### src/rtl/mram_burst_sequencer_if.sv
// Host-side bus of the MRAM burst sequencer.
// Groups the burst request, write-word and read-word handshakes.
//   master : host logic (drives requests and write words, accepts read words)
//   slave  : mram_burst_sequencer
interface mram_burst_sequencer_if #(
  parameter int ADDR_W = 20,
  parameter int DATA_W = 16,
  parameter int LEN_W  = 8
);
  logic              req_valid;
  logic              req_ready;
  logic              req_write;
  logic [ADDR_W-1:0] req_addr;
  logic [LEN_W-1:0]  req_len;
  logic [DATA_W-1:0] wr_data;
  logic              wr_valid;
  logic              wr_ready;
  logic [DATA_W-1:0] rd_data;
  logic              rd_valid;
  logic              rd_ready;

  modport master (
    output req_valid, req_write, req_addr, req_len, wr_data, wr_valid, rd_ready,
    input  req_ready, wr_ready, rd_data, rd_valid
  );

  modport slave (
    input  req_valid, req_write, req_addr, req_len, wr_data, wr_valid, rd_ready,
    output req_ready, wr_ready, rd_data, rd_valid
  );
endinterface

### src/rtl/mram_burst_sequencer.sv
// Burst-level controller for the serial MRAM access path.
// Accepts a burst command from the host, then for every word shifts the
// address (and write data) serially into the MRAM top, issues the one-cycle
// read/write select, waits out the access and de-serialises read data.
//
// Ports:
//   clk          rising-edge clock
//   rst          asynchronous, active-low reset
//   host         mram_burst_sequencer_if.slave (req_*, wr_*, rd_* handshakes)
//   ser_addr     serial address to MRAM addr_in, MSB first
//   ser_data     serial write data to MRAM data_in, MSB first
//   rw_sel       command to MRAM read_write_sel (CMD_IDLE when not issuing)
//   ser_rd_data  serial read data from MRAM ser_data_out, MSB first
//   busy         high whenever the sequencer is not idle
//   done         one-cycle pulse when a burst finishes
//   abort        (MRAM_SEQ_ABORT_EN only) end the burst after the current word
//   aborted      (MRAM_SEQ_ABORT_EN only) burst ended by abort; cleared on next accept
//
// Optional feature: define MRAM_SEQ_ABORT_EN to add the abort/aborted ports.
module mram_burst_sequencer #(
  parameter int          ADDR_W        = 20,
  parameter int          DATA_W        = 16,
  parameter int          LEN_W         = 8,
  parameter int          ACCESS_CYCLES = 4,
  parameter logic [2:0]  CMD_IDLE      = 3'b000,
  parameter logic [2:0]  CMD_WRITE     = 3'b001,
  parameter logic [2:0]  CMD_READ      = 3'b010
) (
  input  logic                  clk,
  input  logic                  rst,
  mram_burst_sequencer_if.slave host,
  output logic                  ser_addr,
  output logic                  ser_data,
  output logic [2:0]            rw_sel,
  input  logic                  ser_rd_data,
  output logic                  busy,
  output logic                  done
`ifdef MRAM_SEQ_ABORT_EN
  ,
  input  logic                  abort,
  output logic                  aborted
`endif
);

  localparam logic [2:0] S_IDLE    = 3'd0;
  localparam logic [2:0] S_LOAD    = 3'd1;
  localparam logic [2:0] S_SHIFT   = 3'd2;
  localparam logic [2:0] S_CMD     = 3'd3;
  localparam logic [2:0] S_WAIT    = 3'd4;
  localparam logic [2:0] S_CAPTURE = 3'd5;
  localparam logic [2:0] S_DELIVER = 3'd6;
  localparam logic [2:0] S_NEXT    = 3'd7;

  // One shared cycle counter covers SHIFT, WAIT and CAPTURE.
  localparam int CNT_MAX = (ADDR_W > ACCESS_CYCLES) ? ADDR_W : ACCESS_CYCLES;
  localparam int CNT_W   = $clog2(CNT_MAX + 1);

  localparam logic [CNT_W-1:0] SHIFT_LAST = CNT_W'(ADDR_W - 1);
  localparam logic [CNT_W-1:0] PAD_CYC    = CNT_W'(ADDR_W - DATA_W);
  localparam logic [CNT_W-1:0] WAIT_LAST  = CNT_W'(ACCESS_CYCLES - 1);
  localparam logic [CNT_W-1:0] CAP_LAST   = CNT_W'(DATA_W - 1);

  logic [2:0]        state;
  logic [ADDR_W-1:0] addr_q;
  logic [LEN_W-1:0]  len_q;
  logic [LEN_W-1:0]  cnt_q;
  logic              write_q;
  logic [ADDR_W-1:0] addr_sh;
  logic [DATA_W-1:0] data_sh;
  logic [DATA_W-1:0] rd_sh;
  logic [CNT_W-1:0]  cyc_q;

  logic last_word;
  logic data_phase;
  logic abort_next;
  logic abort_load;

  assign last_word  = (cnt_q == len_q);
  // Data is right-aligned to the address so the final bits leave together.
  assign data_phase = (cyc_q >= PAD_CYC);

`ifdef MRAM_SEQ_ABORT_EN
  logic aborted_q;

  assign abort_next = (state == S_NEXT) && abort;
  // Only a write stalled waiting for its word can be aborted from LOAD.
  assign abort_load = (state == S_LOAD) && write_q && !host.wr_valid && abort;
  assign aborted    = aborted_q || abort_next || abort_load;

  always_ff @(posedge clk or negedge rst) begin
    if (!rst) begin
      aborted_q <= 1'b0;
    end else if (host.req_valid && (state == S_IDLE)) begin
      aborted_q <= 1'b0;
    end else if (abort_next || abort_load) begin
      aborted_q <= 1'b1;
    end
  end
`else
  assign abort_next = 1'b0;
  assign abort_load = 1'b0;
`endif

  assign host.req_ready = (state == S_IDLE);
  assign host.wr_ready  = (state == S_LOAD) && write_q;
  assign host.rd_valid  = (state == S_DELIVER);
  assign host.rd_data   = rd_sh;
  assign busy           = (state != S_IDLE);
  assign done           = ((state == S_NEXT) && last_word) || abort_next || abort_load;
  assign ser_addr       = (state == S_SHIFT) && addr_sh[ADDR_W-1];
  assign ser_data       = (state == S_SHIFT) && data_phase && data_sh[DATA_W-1];
  assign rw_sel         = (state != S_CMD) ? CMD_IDLE : (write_q ? CMD_WRITE : CMD_READ);

  always_ff @(posedge clk or negedge rst) begin
    if (!rst) begin
      state   <= S_IDLE;
      addr_q  <= '0;
      len_q   <= '0;
      cnt_q   <= '0;
      write_q <= 1'b0;
      addr_sh <= '0;
      data_sh <= '0;
      rd_sh   <= '0;
      cyc_q   <= '0;
    end else begin
      case (state)
        S_IDLE: begin
          if (host.req_valid) begin
            addr_q  <= host.req_addr;
            len_q   <= host.req_len;
            write_q <= host.req_write;
            cnt_q   <= '0;
            state   <= S_LOAD;
          end
        end
        S_LOAD: begin
          addr_sh <= addr_q;
          cyc_q   <= '0;
          if (!write_q) begin
            data_sh <= '0;
            state   <= S_SHIFT;
          end else if (host.wr_valid) begin
            data_sh <= host.wr_data;
            state   <= S_SHIFT;
          end else if (abort_load) begin
            state   <= S_IDLE;
          end
        end
        S_SHIFT: begin
          addr_sh <= addr_sh << 1;
          if (data_phase) data_sh <= data_sh << 1;
          if (cyc_q == SHIFT_LAST) begin
            cyc_q <= '0;
            state <= S_CMD;
          end else begin
            cyc_q <= cyc_q + 1'b1;
          end
        end
        S_CMD: begin
          cyc_q <= '0;
          state <= S_WAIT;
        end
        S_WAIT: begin
          if (cyc_q == WAIT_LAST) begin
            cyc_q <= '0;
            state <= write_q ? S_NEXT : S_CAPTURE;
          end else begin
            cyc_q <= cyc_q + 1'b1;
          end
        end
        S_CAPTURE: begin
          rd_sh <= {rd_sh[DATA_W-2:0], ser_rd_data};
          if (cyc_q == CAP_LAST) begin
            cyc_q <= '0;
            state <= S_DELIVER;
          end else begin
            cyc_q <= cyc_q + 1'b1;
          end
        end
        S_DELIVER: begin
          if (host.rd_ready) state <= S_NEXT;
        end
        S_NEXT: begin
          if (last_word || abort_next) begin
            state <= S_IDLE;
          end else begin
            addr_q <= addr_q + 1'b1;
            cnt_q  <= cnt_q + 1'b1;
            state  <= S_LOAD;
          end
        end
        default: state <= S_IDLE;
      endcase
    end
  end

endmodule
### src/flat_wrapper.sv
// flat-port wrapper written by rule: the top's interface ports become plain ports
module mram_burst_sequencer_flat 
#(
  parameter int          ADDR_W        = 20,
  parameter int          DATA_W        = 16,
  parameter int          LEN_W         = 8,
  parameter int          ACCESS_CYCLES = 4,
  parameter logic [2:0]  CMD_IDLE      = 3'b000,
  parameter logic [2:0]  CMD_WRITE     = 3'b001,
  parameter logic [2:0]  CMD_READ      = 3'b010
)
  (clk, rst, ser_addr, ser_data, rw_sel, ser_rd_data, busy, done, host_req_valid, host_req_write, host_req_addr, host_req_len, host_wr_data, host_wr_valid, host_rd_ready, host_req_ready, host_wr_ready, host_rd_data, host_rd_valid);
  mram_burst_sequencer_if #(.ADDR_W(ADDR_W), .DATA_W(DATA_W), .LEN_W(LEN_W)) host_i ();
  input  logic clk;
  input  logic rst;
  output logic ser_addr;
  output logic ser_data;
  output logic [2:0] rw_sel;
  input  logic ser_rd_data;
  output logic busy;
  output logic done;
  input wire logic [$bits(host_i.req_valid)-1:0] host_req_valid;
  input wire logic [$bits(host_i.req_write)-1:0] host_req_write;
  input wire logic [$bits(host_i.req_addr)-1:0] host_req_addr;
  input wire logic [$bits(host_i.req_len)-1:0] host_req_len;
  input wire logic [$bits(host_i.wr_data)-1:0] host_wr_data;
  input wire logic [$bits(host_i.wr_valid)-1:0] host_wr_valid;
  input wire logic [$bits(host_i.rd_ready)-1:0] host_rd_ready;
  output wire logic [$bits(host_i.req_ready)-1:0] host_req_ready;
  output wire logic [$bits(host_i.wr_ready)-1:0] host_wr_ready;
  output wire logic [$bits(host_i.rd_data)-1:0] host_rd_data;
  output wire logic [$bits(host_i.rd_valid)-1:0] host_rd_valid;
  assign host_i.req_valid = host_req_valid;
  assign host_i.req_write = host_req_write;
  assign host_i.req_addr = host_req_addr;
  assign host_i.req_len = host_req_len;
  assign host_i.wr_data = host_wr_data;
  assign host_i.wr_valid = host_wr_valid;
  assign host_i.rd_ready = host_rd_ready;
  assign host_req_ready = host_i.req_ready;
  assign host_wr_ready = host_i.wr_ready;
  assign host_rd_data = host_i.rd_data;
  assign host_rd_valid = host_i.rd_valid;
  mram_burst_sequencer #(.ADDR_W(ADDR_W), .DATA_W(DATA_W), .LEN_W(LEN_W), .ACCESS_CYCLES(ACCESS_CYCLES), .CMD_IDLE(CMD_IDLE), .CMD_WRITE(CMD_WRITE), .CMD_READ(CMD_READ)) u_core (.clk(clk), .rst(rst), .host(host_i), .ser_addr(ser_addr), .ser_data(ser_data), .rw_sel(rw_sel), .ser_rd_data(ser_rd_data), .busy(busy), .done(done));
endmodule
### config.mk
export PLATFORM = sky130hd
export DESIGN_NAME = mram_burst_sequencer_flat
export DESIGN_NICKNAME = d
export VERILOG_FILES = /design/src/rtl/mram_burst_sequencer_if.sv /design/src/rtl/mram_burst_sequencer.sv /design/src/flat_wrapper.sv
export SDC_FILE = /design/constraint.sdc
export NUM_CORES = 1
export LEC_CHECK = 0
export CAP_MARGIN = 20
export CORE_MARGIN = 1.5
export CORE_UTILIZATION = 50
export DETAILED_ROUTE_END_ITERATION = 12
export DONT_BUFFER_PORTS = 1
export PLACE_DENSITY = 0.63
export REMOVE_ABC_BUFFERS = 1
export SLEW_MARGIN = 20
export SYNTH_ARGS = -nofsm -noshare
export SYNTH_HDL_FRONTEND = slang
export SYNTH_SLANG_ARGS = --single-unit
### constraint.sdc
create_clock -name clk -period 2.2 [get_ports clk]
set_input_delay 0.44 -clock clk [delete_from_list [all_inputs] [get_ports clk]]
set_output_delay 0.44 -clock clk [all_outputs]
set_load 0.02 [all_outputs]
Yosys cells after proc, flatten, opt, wreduce, memory -nomap -nowiden

Index checks and enable logic that the tools add are counted.
W data, S select, Z words.

Flip-flop bits (word level): 97
Latch bits: 0
Bits in writable memories: 0
Memory bits (read-only): 0
Input bits: 51
Output and inout bits: 26
Logic and storage cells: 75
Memories kept: 0

Add/subtract/negate cells: 3
Multiply operators: 0
Divide/modulo/power cells: 0
Order comparisons: 1
Eq/ne operators: 20
Shift-type cells: 0
Muxes and demuxes: 27
Bitwise gates (word level): 0
Reduce and logical (&&, ||, !) cells: 15

Operators by type and width:

| kind                    | number |
|---|---|
| $pmux W20 S2            | 2 |
| $mux W16                | 3 |
| $mux W20                | 2 |
| $pmux W16 S2            | 1 |
| $mux W3                 | 8 |
| $pmux W3 S8             | 1 |
| $add A20 B1 Y20 const B | 1 |
| $pmux W5 S4             | 1 |
| $mux W8                 | 2 |
| $pmux W8 S2             | 1 |
| $mux W5                 | 3 |
| $eq A3 B3 Y1 const B    | 4 |
| $add A8 B1 Y8 const B   | 1 |
| $eq A8 B8 Y1            | 1 |
| $ne A2 B2 Y1 const B    | 4 |
| $eq A3 B2 Y1 const B    | 2 |
| $ne A2 B1 Y1 const B    | 3 |
| $reduce_and A3 Y1       | 2 |
| $reduce_and A6 Y1       | 1 |
| $add A5 B1 Y5 const B   | 1 |
| $eq A5 B2 Y1 const B    | 1 |
| $eq A5 B4 Y1 const B    | 1 |
| $eq A5 B5 Y1 const B    | 1 |
| $ge A5 B3 Y1 const B    | 1 |
| 12 further kinds        | 18 |

Longest topological paths before layout

Depth in word-level cells: 3
Mapped depth: 9
Mapped depth without buffers: 9

Worst setup path before layout

OpenSTA, ideal clock, no wires.

Kind: flip-flop to output port
From: register u_core.state[2]
To: output port ser_data
Arrival time: 1759 ps
Required time: 1760 ps
Path slack: 1 ps
Cell stages (with the launch flop): 7
Buffers on the path: 3
Path through: dfrtp_1 buf_2 nand2b_1 or2_1 buf_2 buf_1 nor3b_1

Longest elaborated chain between the ends: 3

RTL lines:

| element                           | line                        | RTL |
|---|---|---|
| from (decl)                       | mram_burst_sequencer.sv:63  | `logic [2:0] state;` |
| from (signal assigned)            | mram_burst_sequencer.sv:166 | `state <= write_q ? S_NEXT : S_CAPTURE;` |
| $eq A3 B2 Y1                      | mram_burst_sequencer.sv:111 | `assign ser_data = (state == S_SHIFT) && data_phase && data_sh[DATA_W-1];` |
| $logic_and A1 B1 Y1 (2 in series) | mram_burst_sequencer.sv:111 |  |
| to (decl)                         | flat_wrapper.sv:17          | `output logic ser_data;` |

No other way between the ends.

Worst setup path in the final report

From: register u_core.cnt_q[6]
To: output port done

Longest elaborated chain between the ends: 2

RTL lines:

| element                | line                        | RTL |
|---|---|---|
| from (decl)            | mram_burst_sequencer.sv:66  | `logic [LEN_W-1:0] cnt_q;` |
| from (signal assigned) | mram_burst_sequencer.sv:188 | `cnt_q <= cnt_q + 1'b1;` |
| $eq A8 B8 Y1           | mram_burst_sequencer.sv:78  | `assign last_word = (cnt_q == len_q);` |
| $logic_and A1 B1 Y1    | mram_burst_sequencer.sv:109 | `assign done = ((state == S_NEXT) && last_word) \|\| abort_next \|\| abort_load;` |
| to (decl)              | flat_wrapper.sv:21          | `output logic done;` |

No other way between the ends.

==> flow_metrics.py <==
metrics = {
    "placement": {
        "gp_congestion": 0.835,
        "dp_hpwl_um": 7350,
        "numPortBuffers": 0,
        "post_dp_cell_area_mm2": 0.00524,
        "placedCellCount": 640,
    },
    "status": {
        "failed_checks": "hold timing",
        "outcome": "complete, but fails checks",
    },
    "clock_network": {
        "cts_tree": "done",
        "cts_max_path_buffers": 2,
        "cts_max_level": 3,
        "cts.sinks": 97,
        "root_buffer": "clkbuf_8",
        "insertion_delay_ns": 0.38,
        "path_clk_slew_ns": 0.10,
        "cts_made_buffers": 9,
    },
    "layout": {
        "final_cell_area_mm2": 0.00552,
        "final_common_cell": "dfrtp_1",
        "mostFrequentLayoutCells": "dfrtp_1 (95), nand2_1 (63), o21ai_0 (37)",
        "antenna_cells": 0,
        "finalCoreUtilization": 0.565,
        "fin_cells": 660,
        "drive_above_1_share": 0.165,
        "areaGrowthSynthToFinish_pct": 9.59,
        "fin_nets": 579,
    },
    "setup_path": {
        "r2r_setup_slack_ns": 0.16,
        "cp-end-kind": "primary output",
        "cp_cell_sequence": "xor2_1, nor4_2, and3_2",
        "max_stage_delay_ns": 0.43,
        "critPathLaunchType": "flop",
        "path_class": "reg2out",
        "timing.rr.start": "u_core.cnt_q[6]$_DFFE_PN0P_",
        "arrival_ns": 1.74,
        "r2r_cells": 5,
        "rr_endpoint": "u_core.addr_q[7]$_DFFE_PN0P_",
        "cp_data_required_time_ns": 1.76,
        "startpoint": "u_core.cnt_q[6]$_DFFE_PN0P_",
        "crit_fanout": 4,
        "slowest_stage": "dfrtp_1",
    },
    "floorplan": {
        "initial_utilization": 0.515,
        "num_rows": 36,
        "die-width_um": 103,
        "num_io_pins": 77,
        "dieArea_mm2": 0.0107,
        "die_h_um": 103,
        "core_region_area_mm2": 0.00977,
    },
    "global_routing": {
        "grt_pass1_wl_um": 17900,
        "antenna_found_initial": 0,
        "grt_max_degree": 98,
        "first_global_vias": 3603,
        "grt_usage": 0.217,
        "gr-total-overflow": 0,
    },
    "yosys": {
        "synth-simple-area-share": 0.163,
        "synth_edf_count": 0,
        "synth_xor_area_frac": 0.0174,
        "syn_area_mm2": 0.00504,
        "synth_mux_area_frac": 0.106,
        "async_flop_share": 1.00,
        "synth-compound-area-share": 0.168,
        "synth_fa_ha_area_frac": 0.0149,
        "ys_warn_count": 0,
        "synth_flop_cell": "dfrtp_1",
        "syn_inst": 519,
        "postSynthAreaPerCell_um2": 9.70,
        "seq_area_frac_synth": 0.482,
        "ys_types": 52,
        "synth_top_family_by_area": "compound AO/OA/AOI/OAI gates",
        "synth_seq_cells": 97,
    },
    "timing": {
        "skew_ns": 0.0178,
        "tns_ns": 0,
        "period_share": 0.989,
        "setup_violations": 0,
        "hold_viol_final": 97,
        "min_period_ns": 2.18,
        "drv_slew": 0,
        "timing.fmax_mhz": 460,
        "whs_ns": -0.256,
    },
    "power_and_ir_drop": {
        "p_per_area_mw_per_mm2": 1470,
        "leakage_nw": 2.31,
        "ir_drop_mv": 0.638,
    },
    "detailed_routing": {
        "viasPerCell": 5.86,
        "remaining_drc_errors": 0,
        "ant_nets": 0,
        "wl_per_cell_um": 16.6,
        "num_vias": 3867,
        "drt_iter0_drc": 184,
        "drt_wl_total_um": 10900,
        "firstDrtPassIters": 4,
    },
    "run": {
        "drv_cap": 0,
    },
    "worst_hold_path": {
        "hold_path_class": "in2async",
    },
}
-- worst max path at each step --
stage                                         to  slack (ns)  depth (start not counted)
CTS                                     ser_data       0.003                          4
global route                                done      -0.002                          4
detailed placement  u_core.addr_q[7]$_DFFE_PN0P_        0.21                          5
floorplan                               ser_addr       -0.89                          3
finish                                      done        0.02                          3
global placement    u_core.addr_q[7]$_DFFE_PN0P_        0.28                          5
-- cell type report --
| cell class | count | area, um2 |
|---|---|---|
| clock buffers | 9 | 124 |
| well taps | 133 | 166 |
| inverters | 11 | 41.3 |
| clock inverters | 7 | 101 |
| flip-flops and latches | 97 | 2430 |
| multi-input cells | 372 | 2400 |
| repair buffers | 31 | 258 |
| fillers | 868 | 4260 |
-- state kept, by name, indices dropped and copies added (netlist names) --
signal / cells
u_core.state: 3
u_core.addr_q: 20
u_core.cyc_q: 5
u_core.addr_sh: 20
u_core.data_sh: 16
u_core.write_q: 1
u_core.len_q: 8
u_core.host.rd_data: 16
u_core.cnt_q: 8
-- critical path: cells and delay by family, from the launching register on --
family / cells / cell delay, ns
AND/OR/NAND/NOR: 2 / 0.75
flip-flops: 1 / 0.43
XOR/XNOR: 1 / 0.17
-- logic make-up (layout without fill, tap and decap cells) --
family,Yosys count,in the layout
simple gates,172,172
compound gates,133,133
flops,97,97
mux,50,50
buf+inv,50,58
xor+xnor,10,10
fa+ha+maj,6,6
other cells,1,1
-- synth_stat cells, types with 2 or more instances --
| cell type | number | area [um2] |
|---|---|---|
| mux2_2 | 26 | 293 |
| buf_4 | 7 | 52.6 |
| a2bb2oi_1 | 7 | 61.3 |
| o21ai_0 | 37 | 185 |
| o211ai_1 | 3 | 22.5 |
| nand4_1 | 6 | 37.5 |
| a22oi_1 | 5 | 37.5 |
| o2bb2a_1 | 2 | 20.0 |
| and2_1 | 4 | 25.0 |
| a31oi_1 | 26 | 163 |
| and3_1 | 4 | 25.0 |
| or3_1 | 2 | 12.5 |
| nand3_1 | 33 | 165 |
| mux2i_1 | 24 | 240 |
| inv_1 | 11 | 41.3 |
| nor3b_1 | 3 | 22.5 |
| o22ai_1 | 6 | 37.5 |
| nor4_2 | 3 | 37.5 |
| a21oi_1 | 21 | 105 |
| dfrtp_1 | 97 | 2430 |
| ha_1 | 6 | 75.1 |
| nand2b_1 | 4 | 25.0 |
| o22a_1 | 7 | 61.3 |
| o221ai_1 | 2 | 17.5 |
| xor2_1 | 9 | 78.8 |
| nor2_1 | 33 | 124 |
| o31ai_1 | 3 | 22.5 |
| clkbuf_1 | 14 | 52.6 |
| a41oi_1 | 3 | 26.3 |
| a21o_1 | 4 | 30.0 |
| buf_2 | 16 | 80.1 |
| nand2_1 | 63 | 236 |
| nor3_1 | 9 | 45.0 |
-- metal layers --
layer	up-vias	track usage	wire length (um)
li1	1874	-	-
met1	1882	0.300	4990
met2	97	0.335	5150
met3	14	0.0491	612
met4	0	0.0790	187
met5	-	0	0
-- stage by stage --
step                      total power [mW]  setup WS [ns]
after detailed placement              6.77          0.206
final                                 8.13         0.0240
after floorplan                       5.66         -0.887
after CTS                             8.14        0.00325
after global placement                6.64          0.278
after global routing                  8.76       -0.00230
-- where the power goes --
part	leakage [nW]	internal, mW	switching (mW)	total (mW)
clock network	0.106	0.650	0.681	1.33
registers	1.18	2.57	0.785	3.35
logic	1.02	1.56	1.88	3.44
-- repair_timing --
item | 4_1_cts | 5_1_grt
hold endpoints to repair | 97 | 97
pin swaps | 0 | 2
setup endpoints to repair | 2 | 2
setup buffers | 0 | 4
gates resized for setup | 4 | 3
Power figures use the tool's default switching activity.
